<file path="src/rtl/cpu_pkg.sv">
// Shared datapath types and sizes used by decode, datapath and the register file.
package cpu_pkg;

  localparam int unsigned REG_COUNT  = 32;
  localparam int unsigned REG_ADDR_W = 5;
  localparam int unsigned WORD_W     = 32;

  typedef logic [0:REG_ADDR_W-1] reg_addr_t;
  typedef logic [0:WORD_W-1]     word_t;

endpackage

</file>
<file path="src/rtl/reg_read_port.sv">
// Combinational read port: selects one word from the array, forcing register 0 to read zero.
module reg_read_port
  import cpu_pkg::*;
#(
  parameter int unsigned DATA_W = WORD_W,
  parameter int unsigned ADDR_W = REG_ADDR_W
) (
  input  logic [0:DATA_W-1] regs_i [2**ADDR_W],
  input  logic [0:ADDR_W-1] addr_i,
  output logic [0:DATA_W-1] data_o
);

  // R0 storage may hold X before the first reset, so the override is mandatory.
  always_comb begin
    data_o = '0;
    if (addr_i != '0) begin
      data_o = regs_i[addr_i];
    end
  end

endmodule

</file>
<file path="src/rtl/register_file.sv">
// 32 x 32-bit register file: two combinational read ports, one clocked write port, R0 hardwired to zero.
module register_file
  import cpu_pkg::*;
#(
  parameter int unsigned DATA_W = WORD_W,
  parameter int unsigned ADDR_W = REG_ADDR_W
) (
  input  logic              clk,
  input  logic              reset,
  input  logic [0:ADDR_W-1] rd,
  input  logic [0:ADDR_W-1] ra,
  input  logic [0:ADDR_W-1] rb,
  input  logic [0:DATA_W-1] busW,
  input  logic              writeEnable,
  output logic [0:DATA_W-1] busA,
  output logic [0:DATA_W-1] busB
);

  localparam int unsigned DEPTH = 2**ADDR_W;

  logic [0:DATA_W-1] regs_q [DEPTH];

  // Reset wins over a coincident write; writes to R0 are dropped.
  always_ff @(posedge clk) begin
    if (reset) begin
      for (int unsigned i = 0; i < DEPTH; i++) begin
        regs_q[i] <= '0;
      end
    end else if (writeEnable && (rd != '0)) begin
      regs_q[rd] <= busW;
    end
  end

  reg_read_port #(
    .DATA_W (DATA_W),
    .ADDR_W (ADDR_W)
  ) u_port_a (
    .regs_i (regs_q),
    .addr_i (ra),
    .data_o (busA)
  );

  reg_read_port #(
    .DATA_W (DATA_W),
    .ADDR_W (ADDR_W)
  ) u_port_b (
    .regs_i (regs_q),
    .addr_i (rb),
    .data_o (busB)
  );

endmodule

</file>
<file path="config.mk">
export PLATFORM = sky130hd
export DESIGN_NAME = register_file
export DESIGN_NICKNAME = d
export VERILOG_FILES = /design/src/rtl/cpu_pkg.sv /design/src/rtl/reg_read_port.sv /design/src/rtl/register_file.sv
export SDC_FILE = /design/constraint.sdc
export NUM_CORES = 2
export LEC_CHECK = 0
export CAP_MARGIN = 20
export CORE_ASPECT_RATIO = 0.75
export CORE_MARGIN = 2
export CORE_UTILIZATION = 45
export CTS_BUF_LIST = sky130_fd_sc_hd__clkbuf_4
export DETAILED_ROUTE_END_ITERATION = 10
export GPL_TIMING_DRIVEN = 1
export HOLD_SLACK_MARGIN = 0.03
export SLEW_MARGIN = 25
export SYNTH_ARGS = -nofsm -noshare
export SYNTH_HDL_FRONTEND = slang
export SYNTH_SLANG_ARGS = --single-unit
</file>
<file path="constraint.sdc">
create_clock -name clk -period 4.8 [get_ports clk]
set_input_delay 0.96 -clock clk [delete_from_list [all_inputs] [get_ports clk]]
set_output_delay 0.96 -clock clk [all_outputs]
set_load 0.01 [all_outputs]
</file>
Yosys cells after proc, flatten, opt, wreduce, memory -nomap -nowiden
Cells that the tools add are included.
{"block": "totals", "ff_bits": 1024, "wordCells": 55}
{"block": "op_classes", "magnitude_cmp": 4, "mux": 11, "bitwise_logic": 3, "n_reduce_logical": 5}
{"operator": "1024-bit bitwise mux", "n": 1}
{"operator": "32-bit binary-select mux with 5-bit select", "n": 2}
{"operator": "32-bit two-way mux", "n": 7}
{"operator": "32-bit demux with 5-bit select", "n": 1}
{"operator": "6-bit greater-or-equal comparator (second input constant)", "n": 3}
{"operator": "5-bit NOT with 6-bit output", "n": 3}
{"operator": "5-bit nonzero test", "n": 3}
{"operator": "6-bit by 1-bit < comparator with 1-bit output (second input constant)", "n": 1}
{"operator": "1-bit logical AND", "n": 2}

Depth between registers and ports, before layout
{"block": "depth", "ltp_word": 6, "mapped_depth": 9, "depth_no_buf": 4}

By module
A second synthesis with hierarchy kept.
{"block": "unflattened", "hier_cells": 4760, "hier_area_um2": 55599.6}
{"module": "register_file", "instances": 1, "cells_each": 3432, "area_per_inst_um2": 38863.5}
{"module": "reg_read_port", "instances": 2, "cells_each": 664, "area_per_inst_um2": 8368.0}

Least setup slack after synthesis
OpenSTA, ideal clock, no wires.
{"block": "synth_timing", "path_type": "input port to output port", "startpoint": "input ra[4] (netlist name)", "endpoint": "output busA[12] (netlist name)", "arrival_time_ns": 2.420, "required_time_ns": 3.840, "slack_ns": 1.420, "cell_stages": 7, "cell_sequence": "buf_6 buf_12 buf_8 buf_2 mux4_2 o21ai_1 a31oi_1"}
{"block": "synth_between", "elab_chain_cells": 5, "word_cells_on_any_way": 6, "classes_between": "mux: 4; bitwise: 1; reduce/logical: 1"}
{"element": "from (decl)", "line_no": "register_file.sv:11", "text": "input logic [0:ADDR_W-1] ra,"}
{"element": "5-bit NOT with 6-bit output (implied by the code)", "line_no": "reg_read_port.sv:17", "text": "data_o = regs_i[addr_i];"}
{"element": "32-bit binary-select mux with 5-bit select", "line_no": "reg_read_port.sv:17"}
{"element": "32-bit two-way mux (implied by the code) (2 in a row)", "line_no": "reg_read_port.sv:17"}
{"element": "32-bit two-way mux (*)", "line_no": "reg_read_port.sv:16", "text": "if (addr_i != '0) begin"}
{"element": "to (decl)", "line_no": "register_file.sv:15", "text": "output logic [0:DATA_W-1] busA,"}
Mark *: on every way between the ends. The rest lies on a longest branch, timed or not. The select of a mux whose other input is x is not followed.

Final worst setup path
{"block": "layout_timing", "startpoint": "input rb[3] (netlist name)", "endpoint": "output busB[11] (netlist name)"}
{"block": "layout_between", "elab_chain_cells": 5, "word_cells_on_any_way": 6, "classes_between": "mux: 4; bitwise: 1; reduce/logical: 1"}
{"element": "from (decl)", "line_no": "register_file.sv:12", "text": "input logic [0:ADDR_W-1] rb,"}
{"element": "5-bit NOT with 6-bit output (implied by the code)", "line_no": "reg_read_port.sv:17"}
{"element": "32-bit binary-select mux with 5-bit select", "line_no": "reg_read_port.sv:17"}
{"element": "32-bit two-way mux (implied by the code) (2 in a row)", "line_no": "reg_read_port.sv:17"}
{"element": "32-bit two-way mux (*)", "line_no": "reg_read_port.sv:16"}
{"element": "to (decl)", "line_no": "register_file.sv:16", "text": "output logic [0:DATA_W-1] busB"}
Marks and branches as above.

==> reports/results.tsv <==
metric	value	unit
max reg flops	1024	
Regs by FF count	regs_q x1024	
post-synthesis instance total	5833	
core area	114000	sq um
Leak	19.1	nW
crit share post-route	101	%
H-tree depth	5	
die width	396	um
# rows	107	
Worst Path Required	3840	ps
area occupied by multi-input gates	28700	sq um
Area growth, synth to finish	12.1	%
min-delay worst type	input pin to flop	
mean post-synth cell area	8.88	sq um
most common cell after layout, fill and taps aside	nand2_1	
Cell Pwr Density	309	nW/um^2
class of the most critical setup path	input pin to output pin	
status	finished with violations	
reg-to-reg startpoint	regs_q[236]$_SDFFE_PP0P_	
first-pass GRT wire length	301	mm
total grt overflow	0	
DRC violations left	0	
placed inst area	54900	sq um
register area	20500	sq um
critical path startpoint	rb[3]	
clock skew	0	ps
worst reg2reg path endpoint	regs_q[236]$_SDFFE_PP0P_	
largest net degree at the start of global routing	123	
Clock Tree Buf Depth	4	
Starting Density	45.5	%
Final ANT Viol Nets	0	
worst slew pin tran	1160	ps
Final Cell Area	58100	sq um
vias in the first global route	45200	
asr flop ratio synth	0	%
CTS tree	yes	
DP Worst Slack	164	ps
cells on worst reg2reg path	2	
initial antenna violation count	11	
# setup viols final	1	
endpoint class of the critical path	output pin	
unrepaired setup endpoints after global routing	no	
final setup TNS	-24.1	ps
Yosys reg bits	1024	
IO Count	114	
Clock Pin Slew Worst Setup and Hold Paths	70	ps
Post-synth top flop	dfxtp_1	
Fillers	10600	
DR WL/cell	27.4	um
I/O Buffers	113	
Clk Latency, worst-skew pair	1210	ps
CTS root buf	clkbuf_4	
Net Count, Synth	5883	
fraction of layout cells with a size suffix above 1	20.5	%
Max-Cap Viols	0	
Final HPWL DP	127	mm
EDFF count, synth	0	
Final WS setup	-24.1	ps
Routability Congestion	0.921	
mean number of vias per cell	6.34	
Final Hold Viols	0	
fmax	0.207	GHz
final net count	5910	
critical path launch point type	input pin	
Hold WS	224	ps
clock sinks	1024	
synth unique cells	42	
Most flops, register	regs_q	
flop2flop setup slack	4090	ps
Worst EP arrival	3860	ps
commonest cells after routing, fill and taps aside	2023 x nand2_1, 1024 x dfxtp_1, 992 x a21oi_1	
crit path time final	4820	ps
drt total wl	207	mm
fin util	51.0	%
Vias	47900	
Peak VDD IR	209	uV
die area	118000	sq um
sequential share of the synthesized area	39.6	%
Ys Warns	0	
total CTS buffers	278	
Die H	298	um
Slew HR	22.1	%
max-slew violations	0	
Initial DRC Count	6650	
first drt pass iteration count	6	
mapped cell area	51800	sq um
violated checks	setup timing	
overall routing resource usage	34.2	%
crit path max fanout	15	
crit path to	busB[11]	
-- report_power, final --
group,switching [mW],total (mW),leakage [nW],internal [mW]
registers,0.0484,8.60,8.25,8.55
logic,1.20,1.83,8.93,0.625
clock network,3.76,7.51,1.88,3.75
-- critical path: stages --
cell and delay, ps:
buf_8 270, buf_4 350, mux4_2 270, o2111ai_1 220
a311oi_1 1050, clkdlybuf4s50_1 710
-- synth_stat cells (38+ instances only) --
cell,count,share of area (%)
clkbuf_1,397,2.9
buf_4,47,0.68
a21oi_1,992,9.6
mux4_2,448,19
dfxtp_1,1024,40
o21ai_0,51,0.49
mux2i_1,192,3.7
a221oi_1,45,0.76
nor2b_1,71,0.86
buf_1,38,0.28
buf_2,111,1.1
a22oi_1,64,0.93
nand2_1,2048,15
-- per-layer routing --
layer / global-route usage [%] / wire [um] / part of all wire (%) / vias up
met5: 0 / 44 / 0.021 / -
met4: 17.7 / 10700 / 5.2 / 8
met1: 46.3 / 80200 / 39 / 23200
met2: 48.9 / 87600 / 42 / 3413
li1: - / - / - / 20600
met3: 10.7 / 28500 / 14 / 615
-- kinds of logic (layout without fill, tap and decap cells) --
kind of cell / count (synthesis) / in the layout / synth area share [%]
flip-flops: 1024 / 1024 / 39.6
AO/OA/AOI/OAI: 1325 / 1325 / 14.4
buffers and inverters: 624 / 803 / 5.63
other: 0 / 9 / 0
multiplexers: 672 / 672 / 23.9
AND/OR/NAND/NOR: 2188 / 2188 / 16.5
-- area by class of cell --
| class | count | area share, % |
|---|---|---|
| antenna | 9 | 0.0388 |
| clock buffer | 390 | 5.04 |
| clock inverter | 42 | 0.325 |
| inverter | 2 | 0.0194 |
| multi-input combinational | 4185 | 49.4 |
| sequential | 1024 | 35.3 |
| tap | 1526 | 3.29 |
| timing repair buffer | 369 | 6.55 |
-- worst min-delay path by stage --
| stage | from | endpoint | slack [ps] | cells past startpoint |
|---|---|---|---|---|
| 3_5_place_dp | regs_q[941]$_SDFFE_PP0P_ | regs_q[941]$_SDFFE_PP0P_ | 460 | 2 |
| 6_report | busW[20] | regs_q[971]$_SDFFE_PP0P_ | 220 | 3 |
| 4_1_cts | busW[18] | regs_q[13]$_SDFFE_PP0P_ | 130 | 3 |
| 2_1_floorplan | regs_q[102]$_SDFFE_PP0P_ | regs_q[102]$_SDFFE_PP0P_ | 440 | 2 |
| 3_3_place_gp | regs_q[987]$_SDFFE_PP0P_ | regs_q[987]$_SDFFE_PP0P_ | 450 | 2 |
| 5_1_grt | busW[20] | regs_q[523]$_SDFFE_PP0P_ | 230 | 3 |
-- what timing repair did --
item	4_1_cts	5_1_grt
resized for setup	2	3
pin swaps	0	0
hold buffers	0	0
endpoints found under the setup margin	2	3
buffers inserted	0	0
-- through the flow --
step | instances | power (mW)
3_5_place_dp | 7106 | 10.6
3_3_place_gp | 7105 | 10.5
4_1_cts | 7538 | 18.0
2_1_floorplan | 5833 | 9.80
6_report | 7547 | 17.9
5_1_grt | 7544 | 18.5
Power figures use the tool's default switching activity.
